===== src/rtl/ftc_pkg.sv =====
// Shared definitions for the ftc_compressor block.
// Holds the default column count, the packed result type and ftc_ref(), a
// bit-accurate reference model of the whole compressor row that returns
// {cout, c, s} for one operand set.
package ftc_pkg;

    localparam int unsigned FtcWidth = 8;

    typedef logic [FtcWidth-1:0] ftc_word_t;

    typedef struct packed {
        logic      cout;
        ftc_word_t c;
        ftc_word_t s;
    } ftc_res_t;

    function automatic ftc_res_t ftc_ref(input ftc_word_t i1, input ftc_word_t i2,
                                         input ftc_word_t i3, input ftc_word_t i4,
                                         input logic cin);
        ftc_res_t res;
        logic     ci;
        logic     p;
        logic     g;
        res = '0;
        ci  = cin;
        for (int k = 0; k < int'(FtcWidth); k++) begin
            p        = i1[k] ^ i2[k] ^ i3[k] ^ i4[k];
            g        = (i1[k] & i2[k] & i3[k] & i4[k]) | ((i1[k] ^ i2[k]) & (i3[k] ^ i4[k]));
            res.s[k] = p ^ ci;
            res.c[k] = (p & ci) | g;
            // Lateral carry depends only on the operand bits, never on ci.
            ci       = (i1[k] & i2[k]) | (i3[k] & i4[k]);
        end
        res.cout = ci;
        return res;
    endfunction

endpackage


===== src/rtl/ftc_if.sv =====
// Operand/result bus of the ftc_compressor.
// slave : the compressor (takes operands, drives results)
// master: the producer/consumer around it
// Signals: in_valid, i1..i4, cin (to compressor); out_valid, s, c, cout (from it).
interface ftc_if #(
    parameter int unsigned WIDTH = 8
);
    logic             in_valid;
    logic [WIDTH-1:0] i1;
    logic [WIDTH-1:0] i2;
    logic [WIDTH-1:0] i3;
    logic [WIDTH-1:0] i4;
    logic             cin;
    logic             out_valid;
    logic [WIDTH-1:0] s;
    logic [WIDTH-1:0] c;
    logic             cout;

    modport slave (
        input  in_valid, i1, i2, i3, i4, cin,
        output out_valid, s, c, cout
    );

    modport master (
        output in_valid, i1, i2, i3, i4, cin,
        input  out_valid, s, c, cout
    );
endinterface


===== src/rtl/ftc_cell.sv =====
// One 5:3 compressor column: four operand bits plus a lateral carry-in reduce
// to sum S, carry C (next weight) and lateral carry Cout (next weight).
// Ports: a_i, b_i, d_i, e_i operand bits; ci_i lateral carry-in;
//        s_o sum; c_o carry; cout_o lateral carry-out (independent of ci_i).
module ftc_cell (
    input  logic a_i,
    input  logic b_i,
    input  logic d_i,
    input  logic e_i,
    input  logic ci_i,
    output logic s_o,
    output logic c_o,
    output logic cout_o
);
    logic p;
    logic g;

    assign p      = a_i ^ b_i ^ d_i ^ e_i;
    assign g      = (a_i & b_i & d_i & e_i) | ((a_i ^ b_i) & (d_i ^ e_i));
    assign s_o    = p ^ ci_i;
    assign c_o    = (p & ci_i) | g;
    assign cout_o = (a_i & b_i) | (d_i & e_i);
endmodule


===== src/rtl/ftc_compressor.sv =====
// Registered row of WIDTH 5:3 compressor cells for multi-operand adder trees.
// Row identity: i1+i2+i3+i4+cin = s + 2*c + 2^WIDTH*cout.
// Ports: clk, rst_n (async active-low); bus_io (ftc_if.slave) carrying
//        in_valid/i1..i4/cin in and out_valid/s/c/cout out, one cycle later.
// s/c/cout load only on in_valid and hold otherwise; out_valid follows
// in_valid every cycle.
module ftc_compressor
    import ftc_pkg::*;
#(
    parameter int unsigned WIDTH = FtcWidth
) (
    input  logic clk,
    input  logic rst_n,
    ftc_if.slave bus_io
);
    logic [WIDTH:0]   carry;
    logic [WIDTH-1:0] s_d;
    logic [WIDTH-1:0] c_d;
    logic [WIDTH-1:0] s_q;
    logic [WIDTH-1:0] c_q;
    logic             cout_q;
    logic             valid_q;

    assign carry[0] = bus_io.cin;

    // Cout of each cell needs no ci, so this chain is one cell deep, not a ripple.
    for (genvar k = 0; k < WIDTH; k++) begin : g_col
        ftc_cell u_cell (
            .a_i    (bus_io.i1[k]),
            .b_i    (bus_io.i2[k]),
            .d_i    (bus_io.i3[k]),
            .e_i    (bus_io.i4[k]),
            .ci_i   (carry[k]),
            .s_o    (s_d[k]),
            .c_o    (c_d[k]),
            .cout_o (carry[k+1])
        );
    end

    always_ff @(posedge clk or negedge rst_n) begin
        if (!rst_n) begin
            s_q     <= '0;
            c_q     <= '0;
            cout_q  <= 1'b0;
            valid_q <= 1'b0;
        end else begin
            valid_q <= bus_io.in_valid;
            if (bus_io.in_valid) begin
                s_q    <= s_d;
                c_q    <= c_d;
                cout_q <= carry[WIDTH];
            end
        end
    end

    assign bus_io.s         = s_q;
    assign bus_io.c         = c_q;
    assign bus_io.cout      = cout_q;
    assign bus_io.out_valid = valid_q;
endmodule


===== src/flat_wrapper.sv =====
// flat-port wrapper written by rule: the top's interface ports become plain ports
module ftc_compressor_flat import ftc_pkg::*;
#(
    parameter int unsigned WIDTH = FtcWidth
)
  (clk, rst_n, bus_io_in_valid, bus_io_i1, bus_io_i2, bus_io_i3, bus_io_i4, bus_io_cin, bus_io_out_valid, bus_io_s, bus_io_c, bus_io_cout);
  ftc_if #(.WIDTH(WIDTH)) bus_io_i ();
  input  logic clk;
  input  logic rst_n;
  input wire logic [$bits(bus_io_i.in_valid)-1:0] bus_io_in_valid;
  input wire logic [$bits(bus_io_i.i1)-1:0] bus_io_i1;
  input wire logic [$bits(bus_io_i.i2)-1:0] bus_io_i2;
  input wire logic [$bits(bus_io_i.i3)-1:0] bus_io_i3;
  input wire logic [$bits(bus_io_i.i4)-1:0] bus_io_i4;
  input wire logic [$bits(bus_io_i.cin)-1:0] bus_io_cin;
  output wire logic [$bits(bus_io_i.out_valid)-1:0] bus_io_out_valid;
  output wire logic [$bits(bus_io_i.s)-1:0] bus_io_s;
  output wire logic [$bits(bus_io_i.c)-1:0] bus_io_c;
  output wire logic [$bits(bus_io_i.cout)-1:0] bus_io_cout;
  assign bus_io_i.in_valid = bus_io_in_valid;
  assign bus_io_i.i1 = bus_io_i1;
  assign bus_io_i.i2 = bus_io_i2;
  assign bus_io_i.i3 = bus_io_i3;
  assign bus_io_i.i4 = bus_io_i4;
  assign bus_io_i.cin = bus_io_cin;
  assign bus_io_out_valid = bus_io_i.out_valid;
  assign bus_io_s = bus_io_i.s;
  assign bus_io_c = bus_io_i.c;
  assign bus_io_cout = bus_io_i.cout;
  ftc_compressor #(.WIDTH(WIDTH)) u_core (.clk(clk), .rst_n(rst_n), .bus_io(bus_io_i));
endmodule

===== config.mk =====
export PLATFORM = sky130hd
export DESIGN_NAME = ftc_compressor_flat
export DESIGN_NICKNAME = d
export VERILOG_FILES = /design/src/rtl/ftc_pkg.sv /design/src/rtl/ftc_if.sv /design/src/rtl/ftc_cell.sv /design/src/rtl/ftc_compressor.sv /design/src/flat_wrapper.sv
export SDC_FILE = /design/constraint.sdc
export NUM_CORES = 1
export LEC_CHECK = 0
export CORE_MARGIN = 10
export CORE_UTILIZATION = 38
export CTS_CLUSTER_SIZE = 10
export DETAILED_ROUTE_END_ITERATION = 6
export PLACE_DENSITY_LB_ADDON = 0.2
export REMOVE_ABC_BUFFERS = 1
export SETUP_SLACK_MARGIN = 0.4
export SLEW_MARGIN = 20
export SYNTH_ARGS = -nofsm -noshare
export SYNTH_HDL_FRONTEND = slang
export SYNTH_SLANG_ARGS = --single-unit

===== constraint.sdc =====
create_clock -name clk -period 0.8 [get_ports clk]
set_input_delay 0.12 -clock clk [delete_from_list [all_inputs] [get_ports clk]]
set_output_delay 0.12 -clock clk [all_outputs]
set_load 0.02 [all_outputs]

Word-level counts from Yosys, hierarchy flattened:

Cells that the tools add are included.

* flip-flop bits (word level): 18
* input port bits: 36
* word-level logic and storage cells: 116
* output and inout port bits: 18

* bitwise gates (word level): 112

Operators with widths (count)
* $and A1 B1 Y1: 48
* $xor A1 B1 Y1: 40
* $or A1 B1 Y1: 24

Logic depth before layout (Yosys ltp):

* word-level depth: 5
* depth in mapped cells: 6
* mapped depth without buffers: 6

By module:

A second synthesis with hierarchy kept.

* cell total of the unflattened synthesis: 109
* area, all modules: 1311.3 µm²

Modules (own cells, without submodules)
* ftc_compressor: cells each 37, instances 1, area an instance 710.7 µm², sequential area each 450.4 µm²
* ftc_cell: cells each 9, instances 8, area an instance 75.1 µm², sequential area each 0.0 µm²

Least setup slack after synthesis:

Ideal clock, no wire load.

* path type: input port to flip-flop
* start: in bus_io_i2[1]
* end: reg u_core.s_q[1], in the netlist u_core.bus_io.s[1]
* required time: 0.675 ns
* path buffers: 0
* setup slack: -0.542 ns
* setup time: 0.125 ns
* stages on the path: 5
* arrival: 1.217 ns
* cell sequence: ha_1 > xnor2_1 > xnor2_1 > ha_1 > mux2_2

* longest elaborated chain between the ends: 4

Ends and longest elaborated chain
* start, declared: RTL line flat_wrapper.sv:12 `input wire logic [$bits(bus_io_i.i2)-1:0] bus_io_i2;`
* $xor A1 B1 Y1 (3 in a row): RTL line ftc_cell.sv:18 `assign p = a_i ^ b_i ^ d_i ^ e_i;`
* $xor A1 B1 Y1: RTL line ftc_cell.sv:20 `assign s_o = p ^ ci_i;`
* via u_core.g_col[1].u_cell.s_o: RTL line ftc_cell.sv:11 `output logic s_o,`
* end signal, assigned: RTL line ftc_compressor.sv:42 `s_q <= '0;`
* end signal, assigned: RTL line ftc_compressor.sv:49 `s_q <= s_d;`
* end, declared: RTL line ftc_compressor.sv:19 `logic [WIDTH-1:0] s_q;`

The timed path passes the listed nets, and every way through them passes these cells.
A chain may end at the register's enable or synchronous reset.

Final worst setup path:

* start: in bus_io_i2[0]
* end: reg u_core.s_q[0], in the netlist u_core.bus_io.s[0]

* longest elaborated chain between the ends: 4

Ends and longest elaborated chain (RTL line)
* $xor A1 B1 Y1 (3 in a row): ftc_cell.sv:18
* $xor A1 B1 Y1: ftc_cell.sv:20
* via u_core.g_col[0].u_cell.s_o: ftc_cell.sv:11

The timed path passes the listed nets, and every way through them passes these cells.

==> impl_metrics.csv <==
group,metric,value,unit
global_route,grt_max_degree,19,
pwr,p_per_area,1640,nW/µm²
synth,synth-simple-area-share,0.0980,
sta,clock_skew,0,ps
sta,final-max-slew-violation-count,0,
pwr,netSwitchingFraction,0.341,
place,gp_congestion,0.739,
sta,hold_violations,0,
routing,drc,0,
floorplanning,start_util,0.402,
routing,dr.pass1.iters,4,
pwr,p_int,2.96,mW
pwr,p_switching,1.53,mW
sta,slew_headroom,0.874,
sta,finalCriticalPeriod,1050,ps
place,io_buffers,53,
pwr,power_frac_seq,0.284,
routing,post_drt_via_cell_ratio,5.02,
synth,netlist_top_cells_area,"dfrtp_1, ha_1, xnor2_1",
synth,syn-cell-area,1240,µm²
finish,fin_cells,256,
routing,vias,1284,
clock_tree,postCtsHoldBufs,0,
place,preCtsSetupSlack,-1080,ps
floorplanning,dieArea,5940,µm²
synth,ys_types,13,
pwr,pwr-share-clk,0.137,
clock_tree,cts_buffers,3,
worst_setup_path,cp_max_fo,2,
global_route,grt_pass1_vias,1487,
floorplanning,pin_count,54,
worst_setup_path,r2r-start,"u_core.bus_io.s[3]$_DFFE_PN0P_",
synth,synth_compound_area_frac,0.0768,
sta,fmax,949,MHz
routing,routed_wl,4.89,mm
worst_setup_path,required,1010,ps
finish,num_antenna_cells,0,
sta,worst_slew_pin_slew,189,ps
outcome,status,"complete, but fails checks",
routing,drt_iter0_markers,53,
sta,rsz0062_at_grt,"true",
sta,fin_crit_sh,1.32,
worst_setup_path,r2r-end,"u_core.bus_io.s[3]$_DFFE_PN0P_",
synth,synthMuxAreaShare,0.0788,
place,dp_cells,233,
pwr,p_total,4.49,mW
finish,drive_gt1_frac,0.750,
floorplanning,dieHeight,77.1,µm
worst_setup_path,r2r_cells,2,
outcome,violations,"negative setup slack",
synth,yosys.area_share.xor_xnor,0.113,
synth,yosysSeqAreaShare,0.364,
worst_setup_path,critPathKind,"in -> reg",
clock_tree,clk_pin_slew,120,ps
synth,synth_top_family_by_area,"adder cells",
pwr,pwr-share-comb,0.579,
clock_tree,root_buffer,"clkbuf_4",
clock_tree,clk_latency,310,ps
finish,fin_nets,273,
worst_setup_path,r2r_slack,-110,ps
sta,setup_viol,33,
floorplanning,core,3080,µm²
worst_setup_path,cp.arrival,1260,ps
finish,area_delta_synth_final,121,%
clock_tree,clock_sinks,18,
flow_run,max_cap_violations,0,
global_route,grt-ovfl-total,0,
global_route,grt_antenna_before_repair,0,
hold_path,hp-class,"in -> async",
clock_tree,cts_htree_levels,1,
synth,ys_warn_count,0,
routing,ant_nets,0,
synth,ys_ff_latch,18,
place,dpl.hpwl,2.81,mm
pwr,power_leakage,1.21,nW
clock_tree,cts_tree,"yes",
synth,synthCells,111,
floorplanning,die_x,77.1,µm
synth,synth_fa_ha_area_frac,0.242,
worst_setup_path,cp-end-kind,"register",
pwr,max-vdd-ir-drop,0.00114,V
floorplanning,rows,20,
worst_setup_path,startpoint_type,"input port",
routing,avgRoutedWirePerCell,19.1,µm
global_route,grt_pass1_wl,7.69,mm
global_route,grt_usage,0.158,
clock_tree,clk_path_buf_depth,2,
sta,setup_slack,-254,ps
synth,netlist.top_cell.by_area,"dfrtp_1",
synth,synth_area_per_cell,11.2,µm²
synth,synth_top_area_share,0.364,
power by group through the flow:
stage / combinational [mW] / sequential, mW / clock [mW]
2_1_floorplan: 0.526 / 1.49 / 0
3_3_place_gp: 1.71 / 1.23 / 0
3_5_place_dp: 1.75 / 1.24 / 0
4_1_cts: 2.30 / 1.27 / 0.610
5_1_grt: 2.77 / 1.30 / 0.678
6_report: 2.60 / 1.27 / 0.617
flip-flops by register name, indices dropped and copies added, names as in the netlist:
| signal | flops |
|---|---|
| u_core.bus_io.c | 8 |
| u_core.bus_io.cout | 1 |
| u_core.bus_io.out_valid | 1 |
| u_core.bus_io.s | 8 |
through the flow:
step,setup TNS [ps],cell area [µm²],util,hold slack (ps)
floorplan,-7050,1200,-,-176
global placement,-19750,2030,0.658,492
detailed placement,-20430,2030,0.658,486
CTS,-5900,2560,0.833,151
global route,-6770,2730,0.888,142
finish,-5890,2730,0.888,148
worst max-delay path by stage:
stage          cells past startpoint                        endpoint    startpoint
6_report                           6  u_core.bus_io.s[0]$_DFFE_PN0P_  bus_io_i2[0]
5_1_grt                            6  u_core.bus_io.s[6]$_DFFE_PN0P_  bus_io_i1[6]
4_1_cts                            6  u_core.bus_io.s[4]$_DFFE_PN0P_  bus_io_i1[4]
3_5_place_dp                       6  u_core.bus_io.s[2]$_DFFE_PN0P_  bus_io_i2[2]
3_3_place_gp                       6  u_core.bus_io.s[5]$_DFFE_PN0P_  bus_io_i2[5]
2_1_floorplan                      5  u_core.bus_io.s[1]$_DFFE_PN0P_  bus_io_i2[1]
final cells by class:
cell class / instances / area (µm²)
Clock buffer: 4 / 36.3
Tap cell: 44 / 55.1
Fill cell: 136 / 345
Timing Repair Buffer: 100 / 971
Multi-Input combinational cell: 90 / 1220
Sequential cell: 18 / 450
synthesized netlist by cell type:
cell / number
a31oi_1: 8
mux2_2: 6
dfrtp_1: 18
nand3_1: 8
buf_6: 1
buf_8: 1
nor2_1: 10
or2_2: 7
mux2_4: 2
ha_1: 24
xnor2_1: 16
buf_4: 1
a21oi_1: 9
what timing repair did:
item                                    CTS  global route
pin swaps                                45            16
cloned                                    1             0
gates resized for setup                 298            21
endpoints found under the setup margin   36            35
setup buffers                             9             9
metal layers:
metal | wire length (µm) | vias up | GRT usage | share of wire
li1 | - | 602 | - | -
met1 | 1870 | 636 | 0.165 | 0.38
met2 | 2740 | 43 | 0.304 | 0.56
met3 | 259 | 3 | 0.0443 | 0.053
met4 | 26 | 0 | 0.0274 | 0.0053
met5 | 0 | - | 0 | 0
critical path, stage by stage:
cell and delay, ps:
buf_6 100, ha_4 260, xnor2_4 130, xnor2_2 180, ha_4 220, mux2_4 250
kinds of logic (layout without fill, tap and decap cells):
| family | Yosys count | after routing |
|---|---|---|
| mux | 8 | 8 |
| flops | 18 | 18 |
| compound gates | 17 | 17 |
| xor+xnor | 16 | 16 |
| fa+ha+maj | 24 | 24 |
| simple gates | 25 | 25 |
| buf+inv | 3 | 104 |
placed cells by master, fill, tap and decap left out:
master	count
dfrtp_1	18
buf_8	2
buf_2	5
nand3_1	8
a31oi_1	8
buf_4	37
a21oi_2	8
nor2_1	9
ha_4	16
xnor2_1	1
clkdlybuf4s15_1	4
a21oi_1	1
clkbuf_2	3
nor2_4	1
mux2_2	2
buf_6	40
buf_16	1
xnor2_2	9
mux2_4	6
ha_2	6
xnor2_4	6
clkbuf_4	3
or2_4	7
clkbuf_8	1
clkdlybuf4s15_2	4
ha_1	2
clkdlybuf4s50_1	2
buf_12	2
Note: power is estimated with default switching activity, not from simulation.
